--- src/rtl/alu_op_sequencer.sv ---
// Command front-end for the combinational lab ALU: accepts one operation, holds the ALU
// inputs for SETTLE cycles, captures the result, optionally self-checks it and returns it.
module alu_op_sequencer #(
    parameter int WIDTH  = 32,
    parameter int SETTLE = 2
) (
    input  logic             clk,
    input  logic             reset,
    input  logic             cmd_valid,
    output logic             cmd_ready,
    input  logic [1:0]       cmd_op,
    input  logic [WIDTH-1:0] cmd_a,
    input  logic [WIDTH-1:0] cmd_b,
    input  logic             cmd_check,
    input  logic [WIDTH-1:0] cmd_expect,
    output logic [WIDTH-1:0] alu_a,
    output logic [WIDTH-1:0] alu_b,
    output logic             alu_binvert,
    output logic             alu_carryin,
    output logic [1:0]       alu_operation,
    input  logic [WIDTH-1:0] alu_result,
    input  logic             alu_carryout,
    output logic             rsp_valid,
    input  logic             rsp_ready,
    output logic [WIDTH-1:0] rsp_result,
    output logic             rsp_carry,
    output logic             rsp_mismatch,
    output logic [15:0]      op_count,
    output logic [15:0]      err_count
);
    // SETTLE of 0 is treated as 1 so the ALU always gets at least one full cycle.
    localparam int SETTLE_EFF = (SETTLE < 1) ? 1 : SETTLE;
    localparam int CW = (SETTLE_EFF > 1) ? $clog2(SETTLE_EFF) : 1;
    localparam logic [CW-1:0] CNT_LOAD = CW'(SETTLE_EFF - 1);

    typedef enum logic [1:0] {IDLE, DRIVE, RESP} state_t;

    state_t            state_reg, state_next;
    logic [CW-1:0]     cnt_reg;
    logic              check_reg;
    logic [WIDTH-1:0]  expect_reg;
    logic [WIDTH-1:0]  alu_a_reg, alu_b_reg;
    logic              alu_binvert_reg, alu_carryin_reg;
    logic [1:0]        alu_operation_reg;
    logic [WIDTH-1:0]  rsp_result_reg;
    logic              rsp_carry_reg, rsp_mismatch_reg;
    logic [15:0]       op_count_reg, err_count_reg;
    logic              accept, capture, mismatch_now;

    always_comb begin
        state_next = state_reg;
        cmd_ready  = 1'b0;
        rsp_valid  = 1'b0;
        case (state_reg)
            IDLE: begin
                cmd_ready = 1'b1;
                if (cmd_valid) state_next = DRIVE;
            end
            DRIVE: begin
                if (cnt_reg == '0) state_next = RESP;
            end
            RESP: begin
                rsp_valid = 1'b1;
                if (rsp_ready) state_next = IDLE;
            end
            default: state_next = IDLE;
        endcase
    end

    assign accept       = cmd_valid && (state_reg == IDLE);
    assign capture      = (state_reg == DRIVE) && (cnt_reg == '0);
    assign mismatch_now = check_reg && (alu_result != expect_reg);

    always_ff @(posedge clk or posedge reset) begin
        if (reset) begin
            state_reg         <= IDLE;
            cnt_reg           <= '0;
            check_reg         <= 1'b0;
            expect_reg        <= '0;
            alu_a_reg         <= '0;
            alu_b_reg         <= '0;
            alu_binvert_reg   <= 1'b0;
            alu_carryin_reg   <= 1'b0;
            alu_operation_reg <= 2'b00;
            rsp_result_reg    <= '0;
            rsp_carry_reg     <= 1'b0;
            rsp_mismatch_reg  <= 1'b0;
            op_count_reg      <= '0;
            err_count_reg     <= '0;
        end else begin
            state_reg <= state_next;
            if (accept) begin
                cnt_reg           <= CNT_LOAD;
                check_reg         <= cmd_check;
                expect_reg        <= cmd_expect;
                alu_a_reg         <= cmd_a;
                alu_b_reg         <= cmd_b;
                // SUB is ADD with b inverted and a carry-in of one.
                alu_binvert_reg   <= (cmd_op == 2'b11);
                alu_carryin_reg   <= (cmd_op == 2'b11);
                alu_operation_reg <= cmd_op[1] ? 2'b10 : cmd_op;
            end else if (state_reg == DRIVE && cnt_reg != '0) begin
                cnt_reg <= cnt_reg - 1'b1;
            end
            if (capture) begin
                rsp_result_reg   <= alu_result;
                rsp_carry_reg    <= alu_carryout;
                rsp_mismatch_reg <= mismatch_now;
                op_count_reg     <= op_count_reg + 16'd1;
                if (mismatch_now && err_count_reg != 16'hFFFF)
                    err_count_reg <= err_count_reg + 16'd1;
            end
        end
    end

    assign alu_a         = alu_a_reg;
    assign alu_b         = alu_b_reg;
    assign alu_binvert   = alu_binvert_reg;
    assign alu_carryin   = alu_carryin_reg;
    assign alu_operation = alu_operation_reg;
    assign rsp_result    = rsp_result_reg;
    assign rsp_carry     = rsp_carry_reg;
    assign rsp_mismatch  = rsp_mismatch_reg;
    assign op_count      = op_count_reg;
    assign err_count     = err_count_reg;

endmodule

--- config.mk ---
export PLATFORM = sky130hd
export DESIGN_NAME = alu_op_sequencer
export DESIGN_NICKNAME = d
export VERILOG_FILES = /design/src/rtl/alu_op_sequencer.sv
export SDC_FILE = /design/constraint.sdc
export NUM_CORES = 1
export LEC_CHECK = 0
export CAP_MARGIN = 30
export CORE_UTILIZATION = 47
export DETAILED_ROUTE_END_ITERATION = 7
export PLACE_DENSITY = 0.94
export RECOVER_POWER = 50
export SLEW_MARGIN = 20
export SYNTH_ARGS = -nofsm -noshare
export SYNTH_HDL_FRONTEND = slang
export SYNTH_SLANG_ARGS = --single-unit
--- constraint.sdc ---
create_clock -name clk -period 14.1 [get_ports clk]
set_input_delay 3.525 -clock clk [delete_from_list [all_inputs] [get_ports clk]]
set_output_delay 3.525 -clock clk [all_outputs]
set_load 0.02 [all_outputs]
==> results of run 1 <==
## kinds of logic after synthesis
kind of cell / synth area share
buf+inv: 0.0181
fa+ha+maj: 0.00358
compound gates: 0.00591
mux: 0.217
xor+xnor: 0.0752
simple gates: 0.0743
flops: 0.605
## layout by cell type, fill, tap and decap left out, types with 8 or more instances in the layout
| cell type | netlist | routed |
|---|---|---|
| clkdlybuf4s50_1 | 0 | 169 |
| dlygate4sd3_1 | 0 | 102 |
| mux2_2 | 133 | 133 |
| and3_1 | 8 | 8 |
| xnor2_1 | 57 | 57 |
| nor2_1 | 10 | 11 |
| nand3_1 | 13 | 13 |
| dfrtp_1 | 169 | 169 |
| nand4_1 | 21 | 21 |
| clkbuf_16 | 0 | 17 |
| nand2_1 | 12 | 12 |
## report_power, final
part	switching, mW	internal [mW]	total [mW]
registers	0.139	0.701	0.840
clock network	0.182	0.284	0.467
logic	0.462	0.524	0.986
total	0.783	1.51	2.29
## worst max-delay path, stage by stage
cell           delay, ns
dlygate4sd3_1       0.56
clkinvlp_2          2.31
clkbuf_1            1.09
buf_16              0.34
## worst max path at each step
stage | cells after the start | endpoint | start
CTS | 5 | alu_b[0] | cmd_valid
detailed placement | 5 | alu_a[25] | cmd_valid
global route | 4 | rsp_result[27] | reset
finish | 4 | alu_b[6] | reset
global placement | 5 | alu_a[27] | cmd_valid
floorplan | 1 | alu_a[0] | reset
## metrics by stage
step | setup slack (ns) | total power [mW] | instances | hold slack (ns)
global route | 6.03 | 2.41 | 953 | 0.502
detailed placement | 7.90 | 1.88 | 922 | 0.478
finish | 6.76 | 2.29 | 953 | 0.482
CTS | 8.34 | 2.36 | 951 | 0.485
floorplan | 6.00 | 1.40 | 484 | 0.502
global placement | 7.99 | 1.83 | 922 | 0.464
## cell type report
| cell class | count | area [um^2] | area share |
|---|---|---|---|
| multi-input cells | 291 | 2620 | 0.251 |
| clock buffers | 21 | 460 | 0.0441 |
| inverters | 4 | 16.3 | 0.00156 |
| well taps | 184 | 230 | 0.0221 |
| flip-flops and latches | 169 | 4230 | 0.405 |
| diodes | 1 | 2.50 | 0.000240 |
| clock inverters | 8 | 123 | 0.0117 |
| repair buffers | 275 | 2760 | 0.264 |
## metal layers
layer	global-route usage	share of wire	routed length [um]
met1	0.267	0.37	6590
met2	0.408	0.53	9310
met3	0.0742	0.069	1210
met4	0.106	0.027	477
met5	0	0	0
==> run summary, run 1 <==
Pin count of the biggest net entering global routing - 96
Die Ht - 124 um
CP Max Fanout - 95
Cells after synthesis - 484
Syn Area/Cell - 14.4 um^2
Nets - 896
DRC Markers - 0
Peak supply drop - 0.148 mV
Worst-margin pin slew - 4.11 ns
Hold-critical path depth - 1
Commonest cells post-synth - 169 x dfrtp_1, 133 x mux2_2, 57 x xnor2_1, 21 x nand4_1, 13 x nand3_1
Synth-to-Final Area Change - 49.5%
Fmax - 0.136 GHz
Placed Area - 9850 um^2
Worst Hold Launch - op_count[15]
CTS sink count - 169
Filler cells - 958
GPL Wtd Cong - 0.829
R2r setup slk - 10.98 ns
Fin. Hold Viols - 0
FF-to-FF Start - state_reg[0]
Design area - 10400 um^2
Final design utilization - 0.718
Postcts setup bufs - 0
Clock skew - 0.00595 ns
Drt pass-1 iters - 4
Crit path DAT - 7.93 ns
Iter 0 DRT Violations - 345
CP Capture Type - asynchronous set/reset pin
CTS max path bufs - 2
Core ar. - 14500 um^2
Yosys cell types - 40
Hold Crit Class - flop to flop
Post-Synthesis Cell Area - 6990 um^2
Vias/cell - 5.17
Detailed-route wire length - 17.6 mm
Critical path class - primary input to asynchronous set/reset pin
Synth Register Bits - 169
Vias in the first global route - 5410
Seq/Total Area, Yosys - 0.605
# H-tree levels - 4
Setup TNS - 0 ns
# port buffers - 271
Post-Syn Nets - 622
Clock Latency Late Sink - 0.42 ns
Vias - 4930
Endpoint, Worst Hold - op_count[15]
Top cells by area, synth - dfrtp_1 61%, mux2_2 21%, xnor2_1 7.1%
# setup viols final - 0
Dominant synthesized flop cell - dfrtp_1
Initial Util - 0.481
CTS tree - yes
Clock Tree Root - clkbuf_16
Reg2reg end - err_count[15]
P_leak - 4.26 nW
Minimum clock period - 7.34 ns
EDFF count, synth - 0
Routed Antenna Nets - 0
Grt total ovfl - 0
Synth top area share - 0.605
Period utilization - 0.520
Die ar. - 15400 um^2
CTS resizes - 0
Req. time, crit path - 14.69 ns
RSZ-0062 raised after global routing - false
Total Routing Usage GR - 0.236
Reg clk slew, reported paths - 0.06 ns
Hold buffer count at CTS - 0
Share of cells above drive strength 1 - 0.224
YS warnings - 0
Slew Limit Headroom - -1.75
Wire length per cell - 18.5 um
Most frequent cell after synthesis - dfrtp_1
Area leader, netlist - dfrtp_1
PwrDens - 220 nW/um^2
Num CTS Buffers - 17
DP Wirelength - 12.7 mm
First-pass GRT wire length - 27.2 mm
Max Cap Violations - 2
I/O pins - 272
Status - complete, but fails checks
Die Wd - 124 um
Startpoint type of the worst setup path - primary input
Slew Viols, Final - 132
Initial antenna violation count - 1
Std-Cell Rows - 44
R2r worst-path depth - 6
Fraction of registers with async set/reset - 1.00
Failing checks - capacitance limit, slew limit
No activity file was read; power rests on OpenSTA's default activity.
==> inputs of run 2 (changes only) <==
--- a/config.mk
+++ b/config.mk
@@ -6,9 +6,9 @@
 export NUM_CORES = 1
 export LEC_CHECK = 0
 export CAP_MARGIN = 30
-export CORE_UTILIZATION = 47
+export CORE_UTILIZATION = 44
 export DETAILED_ROUTE_END_ITERATION = 7
-export PLACE_DENSITY = 0.94
+export PLACE_DENSITY = 0.9
 export RECOVER_POWER = 50
 export SLEW_MARGIN = 20
 export SYNTH_ARGS = -nofsm -noshare
==> constraint.sdc (replaced) <==
create_clock -name clk -period 7.65 [get_ports clk]
set_input_delay 1.9125 -clock clk [delete_from_list [all_inputs] [get_ports clk]]
set_output_delay 1.9125 -clock clk [all_outputs]
set_load 0.02 [all_outputs]
==> run summary, run 2 (synthesis gave the netlist of run 1 again) <==
Crit path cell chain - dlygate4sd3_1 -> clkinvlp_2 -> clkbuf_2 (was dlygate4sd3_1 -> clkinvlp_2 -> clkbuf_1 -> buf_16)
CTS sink count - 169 (unchanged)
Commonest non-fill, non-tap cell in the layout - clkdlybuf4s50_1
Iter 0 DRT Violations - 249 (was 345)
Pin count of the biggest net entering global routing - 62 (was 96)
Filler cells - 1060 (was 958)
Reg clk slew, reported paths - 0.06 ns (about the same)
Status - complete, but fails checks (unchanged)
Clock Latency Late Sink - 0.41 ns (was 0.42 ns)
Initial Util - 0.454 (was 0.481)
Die ar. - 16400 um^2 (was 15400 um^2)
First-pass GRT wire length - 28.2 mm (was 27.2 mm)
Postcts setup bufs - 0 (unchanged)
Vias - 4974 (was 4930)
Vias/cell - 5.07 (was 5.17)
Max Cap Violations - 2 (unchanged)
CP Max Fanout - 61 (was 95)
Peak supply drop - 0.249 mV (was 0.148 mV)
Vias in the first global route - 5550 (was 5410)
DRC Markers - 0 (unchanged)
Worst-margin pin slew - 2.29 ns (was 4.11 ns)
Synth-to-Final Area Change - 49.8% (was 49.5%)
Fmax - 0.206 GHz
Placed Area - 9890 um^2 (was 9850 um^2)
Die Wd - 128 um (was 124 um)
CTS max path bufs - 2 (unchanged)
Startpoint type of the worst setup path - primary input (unchanged)
CP Capture Type - asynchronous set/reset pin (unchanged)
Largest stage delay, worst path - 1.32 ns (was 2.31 ns)
Slew Limit Headroom - -0.535 (was -1.75)
Clock skew - 0.00737 ns (was 0.00595 ns)
Clock Tree Root - clkbuf_16 (unchanged)
RSZ-0062 raised after global routing - false (unchanged)
Wire length per cell - 18.0 um (was 18.5 um)
Slew Viols, Final - 90 (was 132)
Drt pass-1 iters - 4 (unchanged)
PwrDens - 408 nW/um^2 (was 220 nW/um^2)
Design area - 10500 um^2 (was 10400 um^2)
Worst path slowest cell - clkinvlp_2 (unchanged)
P_leak - 4.23 nW (was 4.26 nW)
Num CTS Buffers - 17 (unchanged)
Grt total ovfl - 0 (unchanged)
Hold buffer count at CTS - 0 (unchanged)
Initial antenna violation count - 1 (unchanged)
Total power - 4.27 mW (was 2.29 mW)
I/O pins - 272 (unchanged)
Minimum clock period - 4.85 ns
Nets - 896 (unchanged)
Setup TNS - 0 ns (unchanged)
# setup viols final - 0 (unchanged)
Failing checks - capacitance limit, slew limit (unchanged)
Total Routing Usage GR - 0.227 (was 0.236)
# port buffers - 271 (unchanged)
GPL Wtd Cong - 0.813 (was 0.829)
DP Wirelength - 13.0 mm (was 12.7 mm)
Period utilization - 0.635
Detailed-route wire length - 17.7 mm (was 17.6 mm)
CTS resizes - 0 (unchanged)
# H-tree levels - 4 (unchanged)
CTS tree - yes (unchanged)
Critical path class - primary input to asynchronous set/reset pin (unchanged)
Req. time, crit path - 7.91 ns (was 14.69 ns)
Final design utilization - 0.681 (was 0.718)
Share of cells above drive strength 1 - 0.227 (was 0.224)
Fin. Hold Viols - 0 (unchanged)
Die Ht - 128 um (was 124 um)
Most frequent cells in the layout - 255 x clkdlybuf4s50_1, 169 x dfrtp_1, 132 x mux2_2, 57 x xnor2_1, 21 x nand4_1 (was 169 x dfrtp_1, 169 x clkdlybuf4s50_1, 133 x mux2_2, 102 x dlygate4sd3_1, 57 x xnor2_1)
Std-Cell Rows - 45 (was 44)
Core ar. - 15400 um^2 (was 14500 um^2)
Routed Antenna Nets - 0 (unchanged)
Crit path DAT - 5.12 ns (was 7.93 ns)
Hold Crit Class - flop to flop (unchanged)
==> run 2: area by class of cell <==
cell class	instances	area [um^2]	share of cell area
Clock inverter	10	120	0.0115
Antenna cell	1	2.50	0.000239
Inverter	4	16.3	0.00155
Multi-Input combinational cell	291	2620	0.250
Timing Repair Buffer	275	2740	0.262
Tap cell	211	264	0.0252
Clock buffer	21	470	0.0450
Sequential cell	169	4230	0.404
==> run 2: path summary, 6_finish.rpt <==
| kind | from | to | slack, ns | depth (start not counted) |
|---|---|---|---|---|
| max | reset | expect_reg[26] | 2.80 | 3 |
| min | op_count[15] | op_count[15] | 0.47 | 1 |
| max reg2reg | state_reg[0] | err_count[15] | 4.47 | 6 |
| min reg2reg | op_count[15] | op_count[15] | 0.47 | 1 |
| max in group clk | cmd_valid | alu_b[5] | 3.11 | 5 |
| min in group asynchronous | reset | alu_a[24] | 2.58 | 2 |
==> run 2: routing by layer <==
metal  global-route usage  share of wire  wire length, um  vias up
met5                    0              0                0        -
met2                0.401           0.52             9130      236
li1                     -              -                -     2251
met1                0.243           0.37             6540     2438
met3               0.0768          0.081             1430       49
met4                0.111          0.034              605        0
==> run 2: metrics by stage <==
stage	hold slack (ns)	instances	setup WS [ns]
final	0.474	982	2.80
after detailed placement	0.471	950	3.02
after global placement	0.465	950	3.15
after global routing	0.506	982	2.13
after floorplan	0.502	484	1.16
after CTS	0.483	981	3.46
==> run 2: worst max-delay path: cells and delay by family <==
kind     cells  cell delay [ns]
buf+inv      3             3.14
==> run 2: power by group <==
group,switching (mW),internal (mW)
clock,0.339,0.506
combinational,0.855,1.02
sequential,0.258,1.29
total,1.45,2.82
==> inputs of run 3 (changes only) <==
==> constraint.sdc (replaced) <==
create_clock -name clk -period 4.6 [get_ports clk]
set_input_delay 1.15 -clock clk [delete_from_list [all_inputs] [get_ports clk]]
set_output_delay 1.15 -clock clk [all_outputs]
set_load 0.02 [all_outputs]
==> run summary, run 3 (synthesis gave the netlist of run 1 again) <==
Design area - 10400 um^2 (was 10500 um^2)
Clock Latency Late Sink - 0.42 ns (was 0.41 ns)
Crit path to - err_count[15] (was expect_reg[26])
Largest stage delay, worst path - 1.02 ns (was 1.32 ns)
Reg2reg end - err_count[15] (unchanged)
DRC Markers - 0 (unchanged)
Vias/cell - 5.06 (was 5.07)
Hold Crit Class - flop to flop (unchanged)
Slew Limit Headroom - -0.319 (was -0.535)
Minimum clock period - 3.50 ns
Failing checks - capacitance limit, slew limit (unchanged)
Sequential cell area - 4230 um^2 (unchanged)
Peak supply drop - 0.410 mV (was 0.249 mV)
Std-Cell Rows - 45 (unchanged)
Synth-to-Final Area Change - 49.4% (was 49.8%)
First-pass GRT wire length - 28.9 mm (was 28.2 mm)
Req. time, crit path - 4.90 ns (was 7.91 ns)
Met3 usage - 0.0705 (was 0.0768)
Critical path class - flop to flop (was primary input to asynchronous set/reset pin)
Initial Util - 0.454 (unchanged)
Worst-margin pin slew - 1.98 ns (was 2.29 ns)
CTS sink count - 169 (unchanged)
WP buf/inv - 1 (was 3)
Final Instance Count excl. Fillers - 981 (was 982)
Vias - 4960 (was 4974)
Clock Tree Root - clkbuf_16 (unchanged)
Fmax - 0.286 GHz
Nets - 896 (unchanged)
CTS resizes - 0 (unchanged)
# H-tree levels - 4 (unchanged)
Share of cells above drive strength 1 - 0.225 (was 0.227)
# port buffers - 271 (unchanged)
Die ar. - 16400 um^2 (unchanged)
Area of the multi-input gates - 2620 um^2 (unchanged)
Clock skew - 0.00860 ns (was 0.00737 ns)
Met1 Use GR - 0.255 (was 0.243)
Most frequent cells in the layout - 256 x clkdlybuf4s50_1, 169 x dfrtp_1, 133 x mux2_2, 57 x xnor2_1, 21 x nand4_1 (was 255 x clkdlybuf4s50_1, 169 x dfrtp_1, 132 x mux2_2, 57 x xnor2_1, 21 x nand4_1)
Crit path DAT - 3.80 ns (was 5.12 ns)
Die Ht - 128 um (unchanged)
Worst path slowest cell - clkbuf_1 (was clkinvlp_2)
Num CTS Buffers - 17 (unchanged)
CP Capture Type - flop (was asynchronous set/reset pin)
Core ar. - 15400 um^2 (unchanged)
Total power - 7.06 mW (was 4.27 mW)
Hold buffer count at CTS - 0 (unchanged)
Status - complete, but fails checks (unchanged)
CP Max Fanout - 19 (was 61)
Startpoint type of the worst setup path - flop (was primary input)
GPL Wtd Cong - 0.840 (was 0.813)
PwrDens - 676 nW/um^2 (was 408 nW/um^2)
Wire length per cell - 18.5 um (was 18.0 um)
# setup viols final - 0 (unchanged)
P_leak - 4.20 nW (was 4.23 nW)
Postcts setup bufs - 0 (unchanged)
I/O pins - 272 (unchanged)
Routed Antenna Nets - 0 (unchanged)
Vias in the first global route - 5580 (was 5550)
Total Routing Usage GR - 0.235 (was 0.227)
Crit path max-delay family - simple AND/OR/NAND/NOR gates (was buffers and inverters)
CTS max path bufs - 2 (unchanged)
Ant diodes - 0 (was 1)
Grt total ovfl - 0 (unchanged)
Top Usage Layer GRT - met2 (unchanged)
Setup TNS - 0 ns (unchanged)
Max Cap Violations - 2 (unchanged)
Reg clk slew, reported paths - 0.06 ns (about the same)
CTS tree - yes (unchanged)
Drt pass-1 iters - 4 (unchanged)
Period utilization - 0.760
R2r worst-path depth - 7 (was 6)
Initial antenna violation count - 0 (was 1)
Slew Viols, Final - 171 (was 90)
Commonest non-fill, non-tap cell in the layout - clkdlybuf4s50_1 (unchanged)
Filler cells - 1090 (was 1060)
Die Wd - 128 um (unchanged)
DP Wirelength - 13.3 mm (was 13.0 mm)
FF-to-FF Start - state_reg[0] (unchanged)
Placed Area - 9910 um^2 (was 9890 um^2)
Pin count of the biggest net entering global routing - 131 (was 62)
R2r setup slk - 1.10 ns (was 4.47 ns)
Fin. Hold Viols - 0 (unchanged)
Iter 0 DRT Violations - 236 (was 249)
RSZ-0062 raised after global routing - false (unchanged)
Dpl cells - 949 (was 950)
Detailed-route wire length - 18.1 mm (was 17.7 mm)
GR Layer Usage met2 - 0.413 (was 0.401)
CP startpoint - state_reg[0] (was reset)
Crit path cell chain - nor2b_1 -> and2b_1 -> clkbuf_1 -> nand2_4 -> nor4_4 -> nand4_1 -> xnor2_1 (was dlygate4sd3_1 -> clkinvlp_2 -> clkbuf_2)
WP depth - 7 (was 3)
[run 3: cell types whose count changed in the layout (fill, tap and decap cells not counted), moves of 2 or more]
| cell | before | now |
|---|---|---|
| buf_4 | 3 | 0 |
| clkbuf_1 | 1 | 4 |
| clkinv_4 | 4 | 2 |
| clkinvlp_4 | 2 | 6 |
[run 3: where the power goes]
| part | internal (mW) | leakage [nW] | total, mW | switching (mW) |
|---|---|---|---|---|
| Clock | 0.771 | 0.253 | 1.35 | 0.579 |
| Sequential | 2.15 | 2.04 | 2.58 | 0.430 |
| Combinational | 1.70 | 1.90 | 3.13 | 1.43 |
| Total | 4.62 | 4.20 | 7.06 | 2.44 |
[run 3: per-layer routing]
| metal | wire (um) | vias up |
|---|---|---|
| met5 | 0 | - |
| met4 | 668 | 0 |
| met3 | 1230 | 39 |
| met2 | 9490 | 218 |
| met1 | 6740 | 2462 |
| li1 | - | 2241 |
[run 3: cell type report]
cell class | instances | share of cell area
clock buffer | 21 | 0.0441
tap | 211 | 0.0253
sequential | 169 | 0.405
inverter | 4 | 0.00156
timing repair buffer | 275 | 0.263
multi-input combinational | 291 | 0.251
clock inverter | 10 | 0.00935
[run 3: through the flow]
step | setup WS (ns) | hold WS (ns) | util
after floorplan | 1.30 | 0.502 | -
after global placement | 1.01 | 0.465 | 0.645
after detailed placement | 0.940 | 0.468 | 0.645
after CTS | 1.38 | 0.480 | 0.681
after global routing | 0.797 | 0.491 | 0.679
final | 1.10 | 0.477 | 0.679
[run 3: worst min-delay path by stage]
stage	start	end	slack, ns	depth (start not counted)
floorplan	expect_reg[0]	expect_reg[0]	0.50	1
finish	op_count[15]	op_count[15]	0.48	1
global placement	op_count[15]	op_count[15]	0.47	1
detailed placement	op_count[15]	op_count[15]	0.47	1
CTS	op_count[15]	op_count[15]	0.48	1
global route	op_count[15]	op_count[15]	0.49	1
